### config.mk
export PLATFORM = sky130hd
export DESIGN_NAME = serial_subtractor
export DESIGN_NICKNAME = d
export VERILOG_FILES = /design/src/rtl/serial_sub_pkg.sv /design/src/rtl/full_subtractor.sv /design/src/rtl/serial_subtractor.sv
export SDC_FILE = /design/constraint.sdc
export NUM_CORES = 1
export LEC_CHECK = 0
export ABC_AREA = 1
export ABC_CLOCK_PERIOD_IN_PS = 2260
export CORE_MARGIN = 2
export CORE_UTILIZATION = 54
export CTS_CLUSTER_SIZE = 10
export DETAILED_ROUTE_END_ITERATION = 10
export PLACE_DENSITY = 0.85
export SLEW_MARGIN = 15
export SYNTH_ARGS = -nofsm -noshare
export SYNTH_HDL_FRONTEND = slang
export SYNTH_SLANG_ARGS = --single-unit
### constraint.sdc
create_clock -name clk -period 2.26 [get_ports clk]
set_clock_uncertainty 0.05 [all_clocks]
set_input_delay 0.339 -clock clk [delete_from_list [all_inputs] [get_ports clk]]
set_output_delay 0.339 -clock clk [all_outputs]
set_load 0.03 [all_outputs]
### src/rtl/serial_sub_pkg.sv
// Shared types and constants for the bit-serial subtractor.
// Holds the FSM state encoding, the default operand width and a counter-width helper.
package serial_sub_pkg;

  localparam int SUB_WIDTH_DEFAULT = 4;

  typedef enum logic [1:0] {
    IDLE  = 2'd0,
    SHIFT = 2'd1,
    DONE  = 2'd2
  } sub_state_t;

  // Bit counter width; never below one bit so the counter always exists.
  function automatic int cnt_width(input int w);
    return (w > 2) ? $clog2(w) : 1;
  endfunction

endpackage

### src/rtl/full_subtractor.sv
// One-bit subtractor cell: d = x - y - bi, with borrow-out bo.
// Combinational mirror of the adder's full-adder cell.
module full_subtractor
  import serial_sub_pkg::*;
(
  input  logic x,
  input  logic y,
  input  logic bi,
  output logic d,
  output logic bo
);

  assign d  = x ^ y ^ bi;
  assign bo = (~x & y) | (~(x ^ y) & bi);

endmodule

### src/rtl/serial_subtractor.sv
// Bit-serial unsigned subtractor: a - b - bin, LSB first, one bit per clock,
// with a start/done handshake and registered full-width difference and borrow-out.
module serial_subtractor
  import serial_sub_pkg::*;
#(
  parameter int WIDTH = SUB_WIDTH_DEFAULT
) (
  input  logic             clk,
  input  logic             rst,
  input  logic             start,
  input  logic [WIDTH-1:0] a,
  input  logic [WIDTH-1:0] b,
  input  logic             bin,
  output logic [WIDTH-1:0] diff,
  output logic             bout,
  output logic             busy,
  output logic             done
);

  localparam int             CNT_W = cnt_width(WIDTH);
  localparam logic [CNT_W-1:0] LAST_BIT = CNT_W'(WIDTH - 1);

  sub_state_t       r_state;
  logic [WIDTH-1:0] r_a;
  logic [WIDTH-1:0] r_b;
  logic [WIDTH-1:0] r_part;
  logic [WIDTH-1:0] r_diff;
  logic [CNT_W-1:0] r_cnt;
  logic             r_borrow;
  logic             r_bout;
  logic             r_busy;
  logic             r_done;

  logic             w_d;
  logic             w_bo;
  logic             w_accept;
  logic             w_last;
  logic [WIDTH-1:0] w_part_next;

  full_subtractor u_cell (
    .x  (r_a[0]),
    .y  (r_b[0]),
    .bi (r_borrow),
    .d  (w_d),
    .bo (w_bo)
  );

  assign w_accept    = start && ((r_state == IDLE) || (r_state == DONE));
  assign w_last      = (r_cnt == LAST_BIT);
  // New difference bit enters at the MSB; after WIDTH shifts bit 0 holds d0.
  assign w_part_next = WIDTH'({w_d, r_part} >> 1);

  always_ff @(posedge clk or posedge rst) begin
    if (rst) begin
      r_state  <= IDLE;
      r_a      <= '0;
      r_b      <= '0;
      r_part   <= '0;
      r_diff   <= '0;
      r_cnt    <= '0;
      r_borrow <= 1'b0;
      r_bout   <= 1'b0;
      r_busy   <= 1'b0;
      r_done   <= 1'b0;
    end else begin
      case (r_state)
        IDLE, DONE: begin
          r_done <= 1'b0;
          if (w_accept) begin
            r_a      <= a;
            r_b      <= b;
            r_borrow <= bin;
            r_cnt    <= '0;
            r_part   <= '0;
            r_busy   <= 1'b1;
            r_state  <= SHIFT;
          end else begin
            r_state  <= IDLE;
          end
        end
        SHIFT: begin
          r_part   <= w_part_next;
          r_a      <= r_a >> 1;
          r_b      <= r_b >> 1;
          r_borrow <= w_bo;
          r_cnt    <= r_cnt + CNT_W'(1);
          // Result registers move only on the last bit so diff/bout hold between ops.
          if (w_last) begin
            r_diff  <= w_part_next;
            r_bout  <= w_bo;
            r_busy  <= 1'b0;
            r_done  <= 1'b1;
            r_state <= DONE;
          end
        end
        default: begin
          r_busy  <= 1'b0;
          r_done  <= 1'b0;
          r_state <= IDLE;
        end
      endcase
    end
  end

  assign diff = r_diff;
  assign bout = r_bout;
  assign busy = r_busy;
  assign done = r_done;

endmodule

Word-level counts from Yosys, hierarchy flattened

Index checks and enable logic that the tools add are counted.

Register bits: 24
Input port bits: 12

Reductions and logical operators: 8
Bitwise gates (word level): 7
Muxes and demuxes: 18
Equality and inequality tests: 5
Add/sub/neg operators: 1

Operators by type and width:

| kind                  | number |
|---|---|
| $pmux W4 S2           | 3 |
| $mux W4               | 3 |
| $pmux W2 S2           | 2 |
| $mux W1               | 6 |
| $reduce_and A2 Y1     | 3 |
| $eq A2 B2 Y1 const B  | 2 |
| $mux W2               | 2 |
| $ne A2 B2 Y1 const B  | 2 |
| $pmux W1 S2           | 2 |
| $add A2 B1 Y2 const B | 1 |
| $and A1 B1 Y1         | 2 |
| $eq A2 B1 Y1 const B  | 1 |
| $logic_not A2 Y1      | 1 |
| $not A1 Y1            | 2 |
| $reduce_bool A2 Y1    | 1 |
| $reduce_or A2 Y1      | 1 |
| $xor A1 B1 Y1         | 2 |
| $logic_and A1 B1 Y1   | 1 |
| $logic_or A1 B1 Y1    | 1 |
| $or A1 B1 Y1          | 1 |

Depth between registers and ports, before layout

Depth after elaboration: 5
Gate-level depth with buffers: 7

By module

Synthesis repeated with hierarchy kept, for this count alone.

Cell total of the unflattened synthesis: 122
Area total of the unflattened synthesis: 1099.8 um2

Modules (own cells, without submodules):

| module            | cells an instance | times used | area an instance (um2) |
|---|---|---|---|
| serial_subtractor | 118               | 1          | 1068.5 |
| full_subtractor   | 4                 | 1          | 31.3 |

Worst setup path before layout

Ideal clock, no wire load.

Path type: register to register
From: reg done (netlist name)
To: reg r_a[0]
Cell stages (with the launch flop): 7
Library setup time: 117 ps
Slack: 977 ps
Required time: 2093 ps
Arrival time: 1115 ps
Period minus slack after synthesis: 1283 ps
Cell sequence: dfrtp_1 inv_2 nand2_4 nand2_4 buf_6 nand3_1 nand2_1

RTL lines:

| what                   | line                    | source |
|---|---|---|
| end signal: assignment | serial_subtractor.sv:83 | `r_a <= r_a >> 1;` |
| end: declaration       | serial_subtractor.sv:24 | `logic [WIDTH-1:0] r_a;` |

Final worst setup path

From: reg r_done (netlist: done)
To: out done

RTL lines:

| what                     | line                    | source |
|---|---|---|
| start: declaration       | serial_subtractor.sv:32 | `logic r_done;` |
| start signal: assignment | serial_subtractor.sv:64 | `r_done <= 1'b0;` |
| start signal: assignment | serial_subtractor.sv:68 | `r_done <= 1'b0;` |
| start signal: assignment | serial_subtractor.sv:92 | `r_done <= 1'b1;` |
| end: declaration         | serial_subtractor.sv:17 | `output logic done` |

No word-level cell between the ends.

==> metrics.md <==
| Metric | Value |
|---|---|
| TNS Setup | 0 ns |
| Final nets | 157 |
| Top-level I/O count | 19 |
| Worst-path clk slew | 0.12 ns |
| Post-synthesis xor/xnor area fraction | 0% |
| Initial DRT Pass Iterations | 4 |
| Initial antenna violation count | 0 |
| Net Count, Synth | 135 |
| Largest net degree at the start of global routing | 23 |
| GRT busiest layer | met2 |
| Pre-CTS setup slack | 0.736 ns |
| Met1 Use GR | 27.8% |
| R2R Path Start | r_state[0]$_DFFE_PP0P_ |
| Final Util | 72.3% |
| Post-CTS resize count | 0 |
| Die width | roughly 48 µm |
| Synth area leader | dfrtp_1 |
| Post-Syn Area | 1040 µm² |
| DR vias/cell | between 4 and 5 |
| Clock Latency Late Sink | 0.31 ns |
| Multi-input logic area | 374 µm² |
| CP peak stage delay | about 0.7 ns |
| R2R cell count | 6 |
| Crit path kind | flip-flop to output pin |
| Initial drt markers | 17 |
| Gr ovfl total | 0 |
| Post-Place Cells | 163 |
| Vias in the first global route | 721 |
| Ant. Diodes | 0 |
| DRC viols | 0 |
| Core box area | 1760 µm² |
| Avg WL per Cell | 12.2 µm |
| Final Hold Vio Count | 0 |
| GRT met3 Usage | between 3 and 4% |
| Maximum VDD drop | 887 µV |
| Min-Delay Path Class | input pin to async pin |
| Via count | 800 |
| Final HPWL DP | 1420 µm |
| Synth Warn # | 0 |
| Root Driver | clkbuf_4 |
| RSZ-0062 raised after global routing | no |
| FF/Latch Area | ~550 µm² |
| Die H | 48.0 µm |
| H-tree depth | 1 |
| DIE AREA | 2300 µm² |
| Levels on crit path | 1 |
| Crit end category | output pin |
| Filler instances | 145 |
| Final hold slack | 0.299 ns |
| Largest family of logic cells by synthesized area | simple AND/OR/NAND/NOR gates |
| Simple-gate share of the synthesized area | 25.5% |
| CTS Buffer Depth | 2 |
| Sequential-to-total area share from yosys stat | roughly 53% |
| GR Util met2 | 34.4% |
| Synth Area in Compound Gates | just over 7% |
| Mapped Avg Cell Area | 8.62 µm² |
| Initial core utilization | 59.1% |
| Mux cell area share after synthesis | 0% |
| WL final | just over 2000 µm |
| Buffers added on ports | 18 |
| Post-route insts no fill | approximately 170 |
| Final cycle utilization of the critical path | 82.8% |
| R2r setup slk | 0.93 ns |
| Postcts setup bufs | 0 |
| Tightest Pin Transition | 0.396 ns |
| P&R area growth vs syn | 22.3% |
| Worst setup SP type | flip-flop |
| Final setup vio count | 0 |
| Max Fclk | 534 MHz |
| RePlAce Congestion | 0.813 |
| CP arrival | 1.48 ns |
| Placement Cell Area | 1240 µm² |
| Worst Setup EP | done |
| Cells after synthesis | 121 |
| Status | finished clean |
| Gr usage total | 20.9% |
| Slew Limit Fails | 0 |
| FF+latch count, synth | 22 |
| Slew headroom | about three quarters |
| First-pass GRT wire length | 3190 µm |
| Unique masters post-synth | 17 |
| Setup WS post-layout | about 0.39 ns |
| Clock Sinks | 22 |
| Delay-heaviest family, CP | buffers and inverters |
| Crit-path max FO | 4 |
| WP data required | 1.87 ns |
| Proportion of layout cells with a drive suffix above 1 | 12.7% |
| Power per Cell Area | between 1000 and 1500 nW/µm² |
| Rows | 15 |
| Crit path buf inv count | 1 |
| CTS tree | done |
| Hold Buf Count CTS | 0 |
| P_leak | 0.678 nW |
| Power, Total | roughly 1.9 mW |
| Tmin final | 1.87 ns |
| Crit path cell chain | clkdlybuf4s50_1 |
| Post-route ant nets | 0 |
| Cts bufs inserted | 3 |
| Area share of the largest cell type after synthesis | 52.8% |
| Max_cap viols | 0 |
| Crit. Startpoint | done$_DFFE_PP0P_ |
| Post-Synth Adder-Cell Area | 3.12% |
| Area contributors post-synth | dfrtp_1 53%, nand2_1 14%, inv_1 7.6%, nand3_1 6.2%, nand2_4 3.2% |
| Worst-path cell with the longest stage delay | clkdlybuf4s50_1 |
| Worst r2r dst | r_borrow$_DFFE_PP0P_ |
| Design Area, Final | 1280 µm² |
final cells by class:
| cell class | count | area share [%] |
|---|---|---|
| well taps | 25 | 2.45 |
| clock buffers | 4 | 2.84 |
| inverters | 25 | 7.55 |
| flip-flops and latches | 22 | 43.1 |
| repair buffers | 19 | 14.7 |
| multi-input cells | 72 | 29.3 |
layout by cell type, fill, tap and decap left out, types with 2 or more instances in the layout:
master | synthesis | final
nand2_1 | 39 | 39
inv_1 | 21 | 21
clkdlybuf4s50_1 | 0 | 18
clkbuf_4 | 0 | 3
o21ai_0 | 2 | 2
o21ai_2 | 3 | 3
dfrtp_1 | 22 | 22
o21ai_1 | 6 | 6
nand2_4 | 3 | 3
nand3_1 | 13 | 13
inv_2 | 3 | 3
cell usage after synthesis (all sizes together):
| cell type | n |
|---|---|
| buf | 2 |
| nor2 | 2 |
| a21oi | 1 |
| o21ai | 11 |
| ha | 1 |
| fa | 1 |
| inv | 25 |
| dfrtp | 22 |
| nand2 | 43 |
| nand3 | 13 |
power breakdown:
| part | switching (mW) | leakage, nW | total, mW | internal [mW] |
|---|---|---|---|---|
| Clock | 0.119 | 0.0210 | 0.217 | 0.0985 |
| Sequential | 0.139 | 0.273 | 0.720 | 0.581 |
| Combinational | 0.606 | 0.384 | 0.967 | 0.361 |
| Total | 0.864 | 0.678 | 1.90 | 1.04 |
state kept, by name, indices dropped and copies added (netlist names):
signal / flops
done: 1
r_state: 1
r_part: 3
r_b: 4
r_a: 4
r_cnt: 2
diff: 4
busy: 1
bout: 1
r_borrow: 1
worst min path at each step:
| stage | cells after the start | end | slack (ns) | start |
|---|---|---|---|---|
| 2_1_floorplan | 1 | bout$_DFFE_PP0P_ | 0.28 | rst |
| 3_3_place_gp | 2 | busy$_DFFE_PP0P_ | 0.40 | busy$_DFFE_PP0P_ |
| 3_5_place_dp | 2 | r_b[1]$_DFFE_PP0P_ | 0.42 | r_b[1]$_DFFE_PP0P_ |
| 4_1_cts | 3 | r_cnt[1]$_DFFE_PP0P_ | 0.32 | rst |
| 5_1_grt | 3 | r_cnt[1]$_DFFE_PP0P_ | 0.33 | rst |
| 6_report | 3 | r_cnt[1]$_DFFE_PP0P_ | 0.30 | rst |
layer usage:
metal,vias to the layer above,share of wire [%],routed length (µm)
met5,-,0,0
met4,0,1.5,31
li1,405,-,-
met2,19,48,983
met3,4,4.1,83
met1,372,46,932
cell families after synthesis:
group	count (synthesis)
simple gates	58
flops	22
buf+inv	27
fa+ha+maj	2
compound gates	12
(Power assumes the default switching activity.)
